==> src/rtl/abacus_seq_alu.sv <==
// abacus_seq_alu: multi-cycle add/sub/mul/div engine with serial binary-to-BCD conversion.
// Result, flags and BCD digits are registered on entry to DONE and held until the next completion.
module abacus_seq_alu #(
    parameter int W    = 8,
    parameter int NDIG = 5
) (
    input  logic              clk,
    input  logic              clr_n,
    input  logic              start,
    input  logic [1:0]        op,
    input  logic [W-1:0]      a,
    input  logic [W-1:0]      b,
    output logic              busy,
    output logic              done,
    output logic [2*W-1:0]    result,
    output logic              neg,
    output logic              dbz,
    output logic [4*NDIG-1:0] bcd,
    output logic [4*NDIG-1:0] bcd_rem
);

    localparam int CW = $clog2(2*W + 1);

    localparam logic [1:0] OP_ADD = 2'b00;
    localparam logic [1:0] OP_SUB = 2'b01;
    localparam logic [1:0] OP_MUL = 2'b10;
    localparam logic [1:0] OP_DIV = 2'b11;

    typedef enum logic [1:0] {
        IDLE = 2'd0,
        EXEC = 2'd1,
        BCD  = 2'd2,
        DONE = 2'd3
    } state_t;

    state_t              state_r;
    state_t              state_s;
    logic                accept_s;
    logic                exec_last_s;
    logic                bcd_last_s;

    logic [1:0]          op_r;
    logic [W-1:0]        a_r;
    logic [W-1:0]        b_r;
    logic [CW-1:0]       cnt_r;
    logic [2*W-1:0]      acc_r;
    logic [2*W-1:0]      bin_r;
    logic [2*W-1:0]      binr_r;
    logic [4*NDIG-1:0]   dig_r;
    logic [4*NDIG-1:0]   digr_r;
    logic                neg_r;
    logic                dbz_r;

    logic [W:0]          mul_sum_s;
    logic [W:0]          div_shift_s;
    logic                div_ge_s;
    logic [W-1:0]        div_sub_s;
    logic [4*NDIG-1:0]   dig_s;
    logic [4*NDIG-1:0]   digr_s;

    // One double-dabble step: add 3 to every digit >= 5, then shift the next binary bit in.
    function automatic logic [4*NDIG-1:0] dabble(input logic [4*NDIG-1:0] dig,
                                                  input logic              bit_in);
        logic [4*NDIG-1:0] adj;
        adj = dig;
        for (int i = 0; i < NDIG; i++) begin
            if (adj[4*i +: 4] >= 4'd5) begin
                adj[4*i +: 4] = adj[4*i +: 4] + 4'd3;
            end
        end
        return {adj[4*NDIG-2:0], bit_in};
    endfunction

    // Next-state decode; DONE accepts a new request exactly like IDLE.
    always_comb begin
        state_s     = state_r;
        accept_s    = 1'b0;
        exec_last_s = 1'b0;
        bcd_last_s  = 1'b0;
        case (state_r)
            IDLE, DONE: begin
                if (start) begin
                    accept_s = 1'b1;
                    state_s  = EXEC;
                end else begin
                    state_s  = IDLE;
                end
            end
            EXEC: begin
                // mul/div spend W iteration cycles plus one cycle loading the BCD shifters
                exec_last_s = (op_r[1] == 1'b0) || (cnt_r == CW'(W));
                if (exec_last_s) begin
                    state_s = BCD;
                end else begin
                    state_s = EXEC;
                end
            end
            BCD: begin
                bcd_last_s = (cnt_r == CW'(2*W - 1));
                if (bcd_last_s) begin
                    state_s = DONE;
                end else begin
                    state_s = BCD;
                end
            end
            default: begin
                state_s = IDLE;
            end
        endcase
    end

    // Per-cycle arithmetic step terms and BCD step results.
    always_comb begin
        mul_sum_s   = {1'b0, acc_r[2*W-1:W]} + {1'b0, (acc_r[0] ? a_r : {W{1'b0}})};
        div_shift_s = {acc_r[2*W-1:W], acc_r[W-1]};
        div_ge_s    = (div_shift_s >= {1'b0, b_r});
        div_sub_s   = div_shift_s[W-1:0] - b_r;
        dig_s       = dabble(dig_r, bin_r[2*W-1]);
        digr_s      = dabble(digr_r, binr_r[2*W-1]);
    end

    // State register.
    always_ff @(posedge clk or negedge clr_n) begin
        if (!clr_n) begin
            state_r <= IDLE;
        end else begin
            state_r <= state_s;
        end
    end

    // Operand capture, iterative mul/div and serial BCD conversion.
    always_ff @(posedge clk or negedge clr_n) begin
        if (!clr_n) begin
            op_r   <= 2'b00;
            a_r    <= {W{1'b0}};
            b_r    <= {W{1'b0}};
            cnt_r  <= {CW{1'b0}};
            acc_r  <= {(2*W){1'b0}};
            bin_r  <= {(2*W){1'b0}};
            binr_r <= {(2*W){1'b0}};
            dig_r  <= {(4*NDIG){1'b0}};
            digr_r <= {(4*NDIG){1'b0}};
            neg_r  <= 1'b0;
            dbz_r  <= 1'b0;
        end else if (accept_s) begin
            op_r  <= op;
            a_r   <= a;
            b_r   <= b;
            cnt_r <= {CW{1'b0}};
            neg_r <= 1'b0;
            dbz_r <= 1'b0;
            case (op)
                OP_ADD: acc_r <= {{(W-1){1'b0}}, ({1'b0, a} + {1'b0, b})};
                OP_SUB: begin
                    neg_r <= (a < b);
                    acc_r <= {{W{1'b0}}, ((a < b) ? (b - a) : (a - b))};
                end
                // multiplier sits in the low half and is shifted out as the product grows
                OP_MUL: acc_r <= {{W{1'b0}}, b};
                // dividend in the low half; remainder builds in the high half
                OP_DIV: begin
                    dbz_r <= (b == {W{1'b0}});
                    acc_r <= {{W{1'b0}}, a};
                end
                default: acc_r <= {(2*W){1'b0}};
            endcase
        end else if (state_r == EXEC) begin
            if (exec_last_s) begin
                cnt_r  <= {CW{1'b0}};
                dig_r  <= {(4*NDIG){1'b0}};
                digr_r <= {(4*NDIG){1'b0}};
                if (op_r == OP_DIV) begin
                    bin_r  <= {{W{1'b0}}, acc_r[W-1:0]};
                    binr_r <= {{W{1'b0}}, acc_r[2*W-1:W]};
                end else begin
                    bin_r  <= acc_r;
                    binr_r <= {(2*W){1'b0}};
                end
            end else begin
                cnt_r <= cnt_r + CW'(1);
                if (op_r == OP_MUL) begin
                    acc_r <= {mul_sum_s, acc_r[W-1:1]};
                end else if (div_ge_s) begin
                    // a zero divisor always subtracts, leaving all-ones quotient and remainder a
                    acc_r <= {div_sub_s, acc_r[W-2:0], 1'b1};
                end else begin
                    acc_r <= {div_shift_s[W-1:0], acc_r[W-2:0], 1'b0};
                end
            end
        end else if (state_r == BCD) begin
            cnt_r  <= cnt_r + CW'(1);
            dig_r  <= dig_s;
            digr_r <= digr_s;
            bin_r  <= {bin_r[2*W-2:0], 1'b0};
            binr_r <= {binr_r[2*W-2:0], 1'b0};
        end
    end

    // Registered handshake and held result outputs.
    always_ff @(posedge clk or negedge clr_n) begin
        if (!clr_n) begin
            busy    <= 1'b0;
            done    <= 1'b0;
            result  <= {(2*W){1'b0}};
            neg     <= 1'b0;
            dbz     <= 1'b0;
            bcd     <= {(4*NDIG){1'b0}};
            bcd_rem <= {(4*NDIG){1'b0}};
        end else begin
            busy <= (state_s == EXEC) || (state_s == BCD);
            done <= (state_s == DONE);
            if (bcd_last_s) begin
                result  <= acc_r;
                neg     <= neg_r;
                dbz     <= dbz_r;
                bcd     <= dig_s;
                bcd_rem <= digr_s;
            end
        end
    end

endmodule
==> config.mk <==
export PLATFORM = sky130hd
export DESIGN_NAME = abacus_seq_alu
export DESIGN_NICKNAME = d
export VERILOG_FILES = /design/src/rtl/abacus_seq_alu.sv
export SDC_FILE = /design/constraint.sdc
export NUM_CORES = 1
export LEC_CHECK = 0
export BUFFER_PORTS_ARGS = -buffer_cell sky130_fd_sc_hd__buf_2
export CORE_MARGIN = 2
export CORE_UTILIZATION = 55
export DETAILED_ROUTE_END_ITERATION = 7
export HOLD_SLACK_MARGIN = 0.1
export PLACE_DENSITY = 0.74
export RECOVER_POWER = 100
export SLEW_MARGIN = 0
export SYNTH_ARGS = -nofsm -noshare
export SYNTH_HDL_FRONTEND = slang
export SYNTH_SLANG_ARGS = --single-unit
export TNS_END_PERCENT = 30
==> constraint.sdc <==
create_clock -name clk -period 3.2 [get_ports clk]
set_input_delay 0.48 -clock clk [delete_from_list [all_inputs] [get_ports clk]]
set_output_delay 0.48 -clock clk [all_outputs]
set_load 0.05 [all_outputs]
==> After elaboration in Yosys (flattened, before gate mapping) <==
Index checks and enable logic that the tools add are counted.
{ "classes": {"add_sub_neg": 16, "multipliers": 0, "div": 0, "order_cmp": 12, "eq_ne": 15, "n_shift": 0, "mux": 45, "n_bitwise": 2, "n_reduce_logical": 11} }
{ "op_table": {"columns": ["operator", "count"], "rows": [
  ["16-bit 2-to-1 mux", 12],
  ["20-bit 2-to-1 mux", 5],
  ["16-bit case mux with 4 select lines", 1],
  ["4-bit by 3-bit >= comparator with 1-bit output, second input constant", 10],
  ["4-bit by 2-bit adder with 4-bit output, second input constant", 8],
  ["4-bit 2-to-1 mux", 8],
  ["8-bit 2-to-1 mux", 3],
  ["8-bit subtractor", 3],
  ["5-bit 2-to-1 mux", 4],
  ["8-bit by 8-bit adder with 9-bit output", 2],
  ["2-bit == test, second input constant", 8],
  ["5-bit by 4-bit == test with 1-bit output, second input constant", 2],
  ["9-bit by 8-bit >= comparator with 1-bit output", 1],
  ["8-bit zero test", 1],
  ["8-bit < comparator", 1],
  ["1-bit 2-to-1 mux", 8],
  ["3-bit by 2-bit adder with 3-bit output, second input constant", 2],
  ["2-bit by 1-bit == test with 1-bit output, second input constant", 3],
  ["3-bit 2-to-1 mux", 2],
  ["2-bit case mux with 3 select lines", 1],
  ["5-bit by 1-bit adder with 5-bit output, second input constant", 1],
  ["2-bit zero test", 2],
  ["2-bit != test, second input constant", 2],
  ["2-bit nonzero test", 2],
  ["7 further kinds", 9]
]} }
{ "word_totals": {"register_bits": 175, "latch_bits": 0, "mem_bits_rw": 0, "rom_bits": 0, "in_bits": 21, "out_inout_bits": 60, "elab_cells": 120, "mem_count": 0} }

==> Depth between registers and ports, before layout <==
{ "logic_depth": {"depth_word": 6, "depth_mapped": 11, "ltp_nobuf": 11} }

==> Worst setup path after synthesis <==
No wires, ideal clock.
{ "synth_path": {"path_kind": "in2reg", "from": "in a[0]", "to": "reg acc_r[3]", "setup_time_ns": 0.126, "t_arrival_ns": 2.548, "required_time_ns": 3.074, "path_slack_ns": 0.526, "cell_stages": 11, "path_buffers": 0, "path_cell_list": "inv_1 -> ha_1 -> inv_1 -> fa_1 -> a211oi_1 -> o211ai_2 -> nand2_2 -> mux2_4 -> a21oi_2 -> xnor2_1 -> a311o_1"} }
{ "synth_between": {"elab_chain_cells": 4, "elab_cells_between_ends": 7, "classes_between": "3 x add/sub; 1 x order compare; 3 x mux"} }
{ "synth_lines": {"columns": ["element", "line_no", "rtl"], "rows": [
  ["from (decl)", "11", "input logic [W-1:0] a,"],
  ["8-bit subtractor / 8-bit < comparator (equally long branches)", "156", "acc_r <= {{W{1'b0}}, ((a < b) ? (b - a) : (a - b))};"],
  ["8-bit 2-to-1 mux", "156", null],
  ["16-bit case mux with 4 select lines (*)", "152", "case (op)"],
  ["16-bit 2-to-1 mux (*)", "145", "end else if (accept_s) begin"],
  ["to (signal assigned)", "153", "OP_ADD: acc_r <= {{(W-1){1'b0}}, ({1'b0, a} + {1'b0, b})};"],
  ["to (signal assigned)", "156", null],
  ["to (signal assigned)", "159", "OP_MUL: acc_r <= {{W{1'b0}}, b};"],
  ["to (decl)", "46", "logic [2*W-1:0] acc_r;"]
]} }
Every way passes the cells marked *; elsewhere a longest branch is shown, timed or not. The select of a mux whose other input is x is not followed.
A chain may end at the register's enable or synchronous reset.

==> Final worst setup path <==
Ends and elaborated chain as after synthesis.

==> flow_summary_export.csv <==
group,metric,value,unit
sta,fmax,0.362,GHz
pwr,p_leak,0.00500,uW
floorplanning,coreArea,17800,um2
detailed_routing,vias_per_cell,5.79,
yosys,netlist_top_cells_count,"dfrtp_1 (175), nand2_1 (129), o21ai_0 (108), a21oi_1 (77), nor2_1 (70)",
yosys,synthCells,1063,
detailed_routing,vias,7962,
sta,rsz0062_at_grt,"false",
global_routing,grt_use_total,24.6,%
cts,cts_buffers,17,
global_routing,grtUsageMet3,4.19,%
placed_design,gp_congestion,0.922,
sta,worstMarginPinSlew,1.53,ns
cts,cts_tree,"done",
cts,ctsResizeCount,0,
placed_design,place_area,10600,um2
global_routing,grt_pass1_wl,38900,um
detailed_routing,drt_iter0_markers,484,
yosys,synth_edf_count,0,
finish,final_area,11100,um2
worst_setup_path,cp-start-kind,"primary input",
sta,fin_crit,2.76,ns
cts,clk_path_buf_depth,2,
global_routing,grt_max_degree,75,
detailed_routing,first_pass_iters,5,
pwr,p_per_area,861,nW/um2
yosys,yosysSeqAreaShare,44.1,%
floorplanning,dieArea,19100,um2
yosys,synth_top_area_cell,"dfrtp_1",
detailed_routing,wire_per_inst,16.6,um
yosys,yosysTopAreaCellShare,44.1,%
yosys,synth_cell_types,58,
finish,layout.nets,1223,
yosys,syn_avg_cell_area,9.34,um2
yosys,syn_nets,1154,
sta,fin_tns_setup,0,ns
floorplanning,die_x,138,um
yosys,synth_most_common_cell,"dfrtp_1",
global_routing,gr-total-overflow,0,
pwr,vdd_drop_max,603,uV
sta,hold_viol,0,
yosys,yosysWarnings,0,
sta,timing.final.crit_share,86.4,%
job,drv_cap,1,
yosys,ys.flop_type,"dfrtp_1",
detailed_routing,wl,22900,um
floorplanning,start_util,55.6,%
global_routing,top_usage_layer,"met2",
cts,clk_latency,0.43,ns
finish,drive_above_1_share,10.6,%
global_routing,grt_antenna_before_repair,1,
hold_path,holdCritPathClass,"primary input to flop",
worst_setup_path,path_class,"primary input to flop",
global_routing,use_met2,42.5,%
sta,slew-limit-headroom,-2.06,%
global_routing,use_met1,32.2,%
cts,cts.sinks,175,
cts,clk_pin_slew_worst_paths,0.07,ns
sta,finalSetupViolCount,0,
yosys,ys_seq_elements,175,
worst_setup_path,required,3.51,ns
cts,cts-root-buf,"clkbuf_16",
yosys,async_flop_share,100,%
yosys,yosys-top-cells-area,"dfrtp_1 (44%), ha_1 (8.2%), o21ai_0 (5.4%)",
floorplanning,die_h,138,um
placed_design,numPortBuffers,80,
sta,report.final.slew_viol_count,61,
global_routing,grt_pass1_vias,7890,
floorplanning,num_rows,49,
sta,skew,0.0112,ns
placed_design,place_hpwl,16400,um
floorplanning,io_pins,81,
worst_setup_path,crit_arrival,3.07,ns
finish,syn2layout_area_growth,11.5,%
outcome,violations,"max-capacitance violations, max-slew violations",
cts,h-tree-depth,4,
cts,post_cts_buffers,0,
detailed_routing,post-route-drc-count,0,
outcome,status,"finished with violations",
yosys,syn_area,9930,um2
worst_setup_path,crit_fanout,7,
detailed_routing,ant_nets,0,
worst_setup_path,cp-end-kind,"flop",
==> cell usage in the layout, fill, tap and decap left out, types with 9 or more instances in the layout <==
| cell type | n |
|---|---|
| dfrtp_1 | 175 |
| nand2_1 | 130 |
| o21ai_0 | 109 |
| a21oi_1 | 77 |
| nor2_1 | 69 |
| ha_1 | 65 |
| inv_1 | 64 |
| clkbuf_1 | 63 |
| mux2_2 | 40 |
| a31oi_1 | 23 |
| xnor2_1 | 22 |
| nand2b_1 | 19 |
| nor3b_1 | 19 |
| buf_2 | 19 |
| mux2i_1 | 18 |
| clkbuf_16 | 17 |
| a221oi_1 | 16 |
| nand3_1 | 15 |
| buf_4 | 15 |
| a22o_1 | 12 |
| nor3_1 | 10 |
| a21o_1 | 10 |
| o21a_1 | 9 |
==> what timing repair did <==
item	in CTS	in global routing
hold buffers	1	0
hold endpoints to repair	56	0
endpoints found under the setup margin	0	0
==> kinds of logic after synthesis <==
| logic type | share of synthesized area [%] |
|---|---|
| and+or+nand+nor | 13.7 |
| adders and majority gates | 9.20 |
| AOI/OAI and AO/OA | 19.3 |
| muxes | 6.50 |
| DFF | 44.1 |
| buffers and inverters | 4.65 |
| xor gates and xnor gates | 2.56 |
==> flip-flops by register name, indices dropped and copies added (netlist names), 2 cells and up <==
register and count:
acc_r 16, bcd_rem 20, bin_r 16, op_r 2, a_r 8, binr_r 16
b_r 8, state_r 2, dig_r 20, digr_r 20, cnt_r 5, bcd 20
result 16
==> area by class of cell <==
cell class	count	area (um2)
diodes	1	2.50
clock buffers	19	453
clock inverters	13	128
fillers	1557	6770
inverters	64	240
multi-input cells	767	5080
flip-flops and latches	175	4380
well taps	229	287
repair buffers	107	502
==> worst max-delay path: stages <==
cell,delay [ns]
buf_2,0.12
inv_1,0.07
ha_1,0.16
inv_1,0.06
fa_1,0.42
a211oi_1,0.34
o211ai_1,0.20
nand2_1,0.30
mux2_1,0.38
a21oi_2,0.12
xnor2_1,0.07
a311o_1,0.35
==> through the flow <==
| stage | worst slack [ns] | std cells | hold slack (ns) | power (uW) | utilization [%] |
|---|---|---|---|---|---|
| floorplan | 0.526 | 1063 | 0.184 | 6340 | - |
| global placement | 0.231 | 1341 | 0.453 | 7440 | 59.5 |
| detailed placement | 0.164 | 1341 | 0.456 | 7580 | 59.5 |
| CTS | 0.610 | 1374 | 0.289 | 9620 | 62.8 |
| global route | 0.224 | 1374 | 0.304 | 10300 | 62.1 |
| finish | 0.436 | 1375 | 0.301 | 9530 | 62.1 |
==> worst paths after layout <==
kind / startpoint / endpoint / slack (ns) / depth (start not counted)
max in group asynchronous: clr_n / result[8] / 0.66 / 3
max reg2reg: state_r[0] / busy / 0.46 / 7
min: a[7] / a_r[7] / 0.30 / 3
min reg2reg: neg_r / neg_r / 0.47 / 2
min in group asynchronous: clr_n / bcd_rem[15] / 0.95 / 2
max: a[0] / acc_r[3] / 0.44 / 12
==> routing by layer <==
layer  wire length [um]  part of all wire (%)  vias up
li1                   -                     -     3865
met1              10200                    44     3854
met2              11300                    50      209
met3               1010                   4.4       34
met4                348                   1.5        0
met5                  0                     0        -
==> power breakdown <==
group	internal (uW)	leakage (uW)	total, uW	switching, uW
combinational	1570	0.00248	4250	2680
clock	1130	0.000288	2020	894
sequential	2770	0.00223	3250	485
total	5470	0.00500	9530	4060
Note: power is estimated with default switching activity, not from simulation.
